## src/rtl/maxnet_pkg.sv

```systemverilog
// Shared types and constants for the Maxnet host bridge and its helpers.
package maxnet_pkg;

  typedef enum logic [2:0] {
    S_LOAD,
    S_LAUNCH,
    S_KICK,
    S_WAIT,
    S_RESP
  } state_t;

  localparam int          EPS_SLOT = 0;
  localparam int          A1_SLOT  = 1;
  localparam logic [31:0] FP_ONE   = 32'h3F80_0000;
  localparam int          ST_OVF   = 0;
  localparam int          ST_TMO   = 1;

endpackage

```

## src/rtl/maxnet_watchdog.sv

```systemverilog
// Run watchdog: counts enabled cycles from a clear and flags when TIMEOUT_CYC-1 is reached.
module maxnet_watchdog #(
  parameter int TIMEOUT_CYC = 4096
) (
  input  logic clk,
  input  logic rst_n,
  input  logic clear,
  input  logic enable,
  output logic expired
);

  localparam int CNT_W = $clog2(TIMEOUT_CYC);

  logic [CNT_W-1:0] count_reg, count_next;

  assign expired = (count_reg == CNT_W'(TIMEOUT_CYC - 1));

  // Saturates at expiry so a stalled caller never sees the count wrap.
  always_comb begin
    count_next = count_reg;
    if (clear) begin
      count_next = '0;
    end else if (enable && !expired) begin
      count_next = count_reg + CNT_W'(1);
    end
  end

  always_ff @(posedge clk or negedge rst_n) begin
    if (!rst_n) begin
      count_reg <= '0;
    end else begin
      count_reg <= count_next;
    end
  end

endmodule

```

## src/rtl/maxnet_host_bridge.sv

```systemverilog
// Host-side initiator for the 4-neuron Maxnet core: collects eps/a words, launches the core,
// waits for finish under a watchdog and returns the winner with sticky status.
module maxnet_host_bridge
  import maxnet_pkg::*;
#(
  parameter int DATA_W      = 32,
  parameter int N_NEURONS   = 4,
  parameter int TIMEOUT_CYC = 4096
) (
  input  logic                          clk,
  input  logic                          rst_n,
  input  logic                          in_valid,
  output logic                          in_ready,
  input  logic [DATA_W-1:0]             in_data,
  output logic [DATA_W-1:0]             core_eps,
  output logic [N_NEURONS*DATA_W-1:0]   core_a,
  output logic                          core_load,
  output logic                          core_start,
  input  logic                          core_finish,
  input  logic [DATA_W-1:0]             core_out,
  input  logic                          core_overflow,
  output logic                          res_valid,
  input  logic                          res_ready,
  output logic [DATA_W-1:0]             res_data,
  output logic [1:0]                    res_status
);

  localparam int N_SLOTS = N_NEURONS + 1;
  localparam int WIDX_W  = $clog2(N_SLOTS);

  state_t              state_reg, state_next;
  logic [WIDX_W-1:0]   widx_reg, widx_next;
  logic [DATA_W-1:0]   slot_reg [N_SLOTS];
  logic [DATA_W-1:0]   res_data_reg, res_data_next;
  logic [1:0]          status_reg, status_next;
  logic                res_valid_reg, res_valid_next;
  logic                wd_clear, wd_enable, wd_expired;
  logic                in_fire;

  assign in_ready   = (state_reg == S_LOAD);
  assign in_fire    = in_valid && in_ready;
  assign core_load  = (state_reg == S_LAUNCH);
  assign core_start = (state_reg == S_KICK);
  assign res_valid  = res_valid_reg;
  assign res_data   = res_data_reg;
  assign res_status = status_reg;
  assign core_eps   = slot_reg[EPS_SLOT];

  generate
    for (genvar gi = 0; gi < N_NEURONS; gi++) begin : g_core_a
      assign core_a[gi*DATA_W +: DATA_W] = slot_reg[A1_SLOT + gi];
    end
  endgenerate

  maxnet_watchdog #(
    .TIMEOUT_CYC(TIMEOUT_CYC)
  ) u_watchdog (
    .clk    (clk),
    .rst_n  (rst_n),
    .clear  (wd_clear),
    .enable (wd_enable),
    .expired(wd_expired)
  );

  // Slots are only writable in LOAD, so eps/a stay frozen for the whole run.
  always_ff @(posedge clk or negedge rst_n) begin
    if (!rst_n) begin
      for (int i = 0; i < N_SLOTS; i++) begin
        slot_reg[i] <= '0;
      end
    end else begin
      for (int i = 0; i < N_SLOTS; i++) begin
        if (in_fire && (widx_reg == WIDX_W'(i))) begin
          slot_reg[i] <= in_data;
        end
      end
    end
  end

  always_comb begin
    state_next    = state_reg;
    widx_next     = widx_reg;
    res_data_next = res_data_reg;
    status_next   = status_reg;
    wd_clear      = 1'b0;
    wd_enable     = 1'b0;
    case (state_reg)
      S_LOAD: begin
        if (in_fire) begin
          if (widx_reg == WIDX_W'(N_NEURONS)) begin
            widx_next  = '0;
            state_next = S_LAUNCH;
          end else begin
            widx_next = widx_reg + WIDX_W'(1);
          end
        end
      end
      S_LAUNCH: begin
        wd_clear    = 1'b1;
        status_next = '0;
        state_next  = S_KICK;
      end
      S_KICK: begin
        state_next = S_WAIT;
      end
      S_WAIT: begin
        wd_enable           = 1'b1;
        status_next[ST_OVF] = status_reg[ST_OVF] | core_overflow;
        // Finish takes priority over a simultaneous watchdog expiry.
        if (core_finish) begin
          res_data_next = core_out;
          state_next    = S_RESP;
        end else if (wd_expired) begin
          res_data_next       = '0;
          status_next[ST_TMO] = 1'b1;
          state_next          = S_RESP;
        end
      end
      S_RESP: begin
        if (res_ready) begin
          state_next = S_LOAD;
        end
      end
      default: begin
        state_next = S_LOAD;
      end
    endcase
    res_valid_next = (state_next == S_RESP);
  end

  always_ff @(posedge clk or negedge rst_n) begin
    if (!rst_n) begin
      state_reg     <= S_LOAD;
      widx_reg      <= '0;
      res_data_reg  <= '0;
      status_reg    <= '0;
      res_valid_reg <= 1'b0;
    end else begin
      state_reg     <= state_next;
      widx_reg      <= widx_next;
      res_data_reg  <= res_data_next;
      status_reg    <= status_next;
      res_valid_reg <= res_valid_next;
    end
  end

endmodule

```

## config.mk

```make
export PLATFORM = sky130hd
export DESIGN_NAME = maxnet_host_bridge
export DESIGN_NICKNAME = d
export VERILOG_FILES = /design/src/rtl/maxnet_pkg.sv /design/src/rtl/maxnet_watchdog.sv /design/src/rtl/maxnet_host_bridge.sv
export SDC_FILE = /design/constraint.sdc
export NUM_CORES = 1
export LEC_CHECK = 0
export BUFFER_PORTS_ARGS = -buffer_cell sky130_fd_sc_hd__buf_2
export CORE_ASPECT_RATIO = 1.5
export CORE_MARGIN = 4
export CORE_UTILIZATION = 51
export CTS_CLUSTER_DIAMETER = 30
export DETAILED_ROUTE_END_ITERATION = 16
export HOLD_SLACK_MARGIN = 0.06
export PLACE_DENSITY = 0.8
export SETUP_SLACK_MARGIN = 0.3
export SLEW_MARGIN = 25
export SYNTH_ARGS = -nofsm -noshare
export SYNTH_HDL_FRONTEND = slang
export SYNTH_SLANG_ARGS = --single-unit
```

## constraint.sdc

```tcl
create_clock -name clk -period 2.65 [get_ports clk]
set_input_delay 0.53 -clock clk [delete_from_list [all_inputs] [get_ports clk]]
set_output_delay 0.53 -clock clk [all_outputs]
set_load 0.01 [all_outputs]
```

==> qor.csv <==
stage;metric;value;unit
floorplan;Core Region;15770;um2
place;placed cell areas;9872;um2
finish;number of cells in the finished layout apart from fillers;1040;
critical_path;worst setup path startpoint;state_reg[1];
clocking;clock insertion delay at the later pin of the skew report;0.52;ns
finish;fraction of the core area covered by cells at the end of the flow;69.20;%
critical_path;number of buffers and inverters on the critical path;3;
floorplan;floorplan die height;164.1;um
sta;Max Clk Rate;439.5;MHz
floorplan;Starting Density;52.52;%
pwr;maximum resistive drop on vdd;0.0008584;V
finish;diodes inserted;0;
sta;transition time of the tightest slew-check pin;0.6347;ns
place;Placed Cells;984;
place;number of buffer cells added on primary ports;267;
place;worst setup timing slack at the placement stage;0.3401;ns
critical_path;type of element capturing the critical path;primary output;
synth;mean instance size in the synthesized netlist;15.68;um2
pwr;leak pwr;5.631;nW
critical_path;critical path, cell by cell;buf_4 > or3b_4 > inv_4 > buf_2;
clocking;H-tree depth;1;
clocking;clk buf depth;3;
synth;distinct cell type count after synthesis;46;
floorplan;overall die area;18380;um2
drt;DRC;0;
synth;async set or reset register ratio after synthesis;100.0;%
drt;TritonRoute pass-1 iters;4;
finish;fraction of final layout cells with drive strength greater than 1;60.45;%
sta;Total Neg Setup Slack;0;ns
synth;leading area contributor after synthesis;sky130_fd_sc_hd__dfrtp_1;
sta;final setup fails;0;
global_route;initial antenna violation count;0;
synth;top cell type's share of synthesized area;64.37;%
sta;share of the cycle needed by the critical path after routing;85.87;%
sta;max-slew violation count;0;
clocking;CTS tree;done;
finish;max FFs per register;128;
critical_path;kind of cell adding the most delay to the critical path;simple AND/OR/NAND/NOR gates;
synth;proportion of synthesized chip area in sequential cells;64.37;%
clocking;number of buffers created by CTS;29;
drt;Avg Vias per Cell;5.402;
floorplan;overall die width;112.0;um
critical_path;launching point of the worst reg2reg path;state_reg[0];
finish;final cell area excluding filler cells;10910;um2
synth;Synth Instances;528;
drt;first-iteration detailed-routing DRC count;205;
global_route;remaining global-route overflow;0;
synth;number of warnings issued by yosys;0;
critical_path;crit path max-delay cell type;sky130_fd_sc_hd__or3b_4;
sta;final hold violations;0;
pwr;total power consumption of the routed design;13.96;mW
place;DP Wirelength;14.87;mm
sta;setup repair after global routing missed its margin;no;
synth;top area cells in the synthesized netlist;sky130_fd_sc_hd__dfrtp_1 (64%), sky130_fd_sc_hd__mux2_2 (21%), sky130_fd_sc_hd__a22o_1 (3.4%);
pwr;power density over the cells;1280;nW/um2
sta;Post-Route Hold Slack;0.2190;ns
synth;Post-synth EDFFs;0;
hold_path;worst hold path startpoint;res_ready;
sta;final worst path period need;2.275;ns
critical_path;Critical Path Max Stage Delay;0.44;ns
clocking;CTS root buffer;sky130_fd_sc_hd__clkbuf_16;
critical_path;class of the most critical setup path;reg -> out;
global_route;GRT Util Overall;21.95;%
critical_path;startpoint class of the critical path;flop;
critical_path;Critical Path AT;1.75;ns
drt;Wirelength per Cell;19.57;um
sta;final setup slack of the worst path;0.3746;ns
floorplan;number of placed I/O pins;268;
drt;remaining number of nets flagged by the antenna check after routing;0;
drt;Total Wirelength;20.35;mm
synth;summed instance area of the synthesized netlist;8280;um2
clocking;clock transition time at the flip-flop clock pins of the worst setup and hold paths;0.06;ns
floorplan;count of standard-cell rows;56;
synth;prevailing post-synth register cell;sky130_fd_sc_hd__dfrtp_1;
finish;Area growth, synth to finish;31.75;%
sta;remaining max-slew budget at the tightest pin;56.59;%
global_route;vias in the first global route;6136;
synth;number of register bits inferred by synthesis;213;
sta;maximum clock skew at final layout;0.01796;ns
drt;Via Count;5618;
critical_path;largest driver fanout on the critical path;11;
hold_path;worst hold path type;in -> reg;
clocking;clock net sink count;213;
global_route;first-pass GRT wire length;32.53;mm
critical_path;required time of the worst setup path;2.12;ns
place;global placer's final weighted congestion;0.8253;
outcome;result of the run;complete, no violations;
global_route;largest net degree at the start of global routing;58;
synth;total nets after synthesis;604;
flow_run;maximum capacitance violations;0;
finish;nets;890;
==> per-layer routing <==
layer,vias up,share of wire (%),wire (um),GRT usage (%)
li1,2512,-,-,-
met1,2829,35,7203,25.21
met2,238,55,11110,40.37
met3,39,6.9,1403,4.939
met4,0,3.1,640,7.490
met5,-,0,0,0
==> worst paths after layout <==
path	end	slack (ns)	cells after the start
worst max-delay path	core_load	0.37	4
worst min-delay path	state_reg[2]	0.22	2
worst max register to register	core_a[21]	0.44	5
worst min register to register	core_a[99]	0.48	1
max in group asynchronous	core_a[47]	1.36	3
min in group asynchronous	core_a[66]	0.52	2
==> logic make-up after synthesis <==
logic type	after synthesis	share of synthesized area (%)
flops	213	64.37
mux	162	22.29
compound gates	62	5.954
simple gates	50	3.748
buf+inv	34	2.629
fa+ha+maj	6	0.9066
xor+xnor	1	0.1058
==> worst reg2reg max path: cells and delay by family, from the launching register on <==
family / cells / cell delay (ns)
mux: 1 / 0.31
flops: 1 / 0.47
buf+inv: 1 / 0.22
simple gates: 3 / 1.09
==> synth_stat cells (4+ instances only) <==
| library cell | number |
|---|---|
| sky130_fd_sc_hd__a21oi_1 | 4 |
| sky130_fd_sc_hd__a22o_1 | 32 |
| sky130_fd_sc_hd__a31oi_1 | 5 |
| sky130_fd_sc_hd__and3_1 | 5 |
| sky130_fd_sc_hd__buf_6 | 10 |
| sky130_fd_sc_hd__clkbuf_1 | 12 |
| sky130_fd_sc_hd__dfrtp_1 | 213 |
| sky130_fd_sc_hd__ha_1 | 6 |
| sky130_fd_sc_hd__inv_1 | 6 |
| sky130_fd_sc_hd__mux2_2 | 153 |
| sky130_fd_sc_hd__mux2_4 | 6 |
| sky130_fd_sc_hd__nand2_1 | 9 |
| sky130_fd_sc_hd__nand3_1 | 6 |
| sky130_fd_sc_hd__nor2_1 | 5 |
| sky130_fd_sc_hd__o21ai_0 | 4 |
==> power breakdown <==
group | internal [mW] | switching (mW)
combinational | 2.31 | 2.25
clock | 2.25 | 1.61
sequential | 4.69 | 0.863
==> timing repair <==
item | 4_1_cts | 5_1_grt
hold endpoints to repair | 52 | 0
gates resized for setup | 4 | 0
setup endpoints to repair | 1 | 1
buffers inserted | 0 | 1
pin swaps | 0 | 1
hold buffers | 1 | 0
==> layout make-up <==
cell class	count	area, um2
Sequential cell	213	5331
Clock buffer	30	739.5
Tap cell	203	254.0
Timing Repair Buffer	283	1543
Inverter	6	25.02
Multi-Input combinational cell	281	2743
Clock inverter	24	274.0
Fill cell	1098	4856
==> layout by cell type, fill, tap and decap left out, types with 4 or more instances in the layout <==
| master | count |
|---|---|
| sky130_fd_sc_hd__buf_2 | 266 |
| sky130_fd_sc_hd__dfrtp_1 | 212 |
| sky130_fd_sc_hd__mux2_2 | 153 |
| sky130_fd_sc_hd__a22o_1 | 32 |
| sky130_fd_sc_hd__clkbuf_16 | 29 |
| sky130_fd_sc_hd__nand2_1 | 9 |
| sky130_fd_sc_hd__inv_6 | 9 |
| sky130_fd_sc_hd__buf_4 | 9 |
| sky130_fd_sc_hd__mux2_4 | 6 |
| sky130_fd_sc_hd__ha_1 | 6 |
| sky130_fd_sc_hd__clkinv_8 | 6 |
| sky130_fd_sc_hd__buf_12 | 6 |
| sky130_fd_sc_hd__inv_1 | 5 |
| sky130_fd_sc_hd__and3_1 | 5 |
| sky130_fd_sc_hd__a31oi_1 | 5 |
| sky130_fd_sc_hd__nand3_1 | 5 |
| sky130_fd_sc_hd__o21ai_0 | 4 |
| sky130_fd_sc_hd__a21oi_1 | 4 |
| sky130_fd_sc_hd__nor2_1 | 4 |
Note: power is estimated with default switching activity, not from simulation.
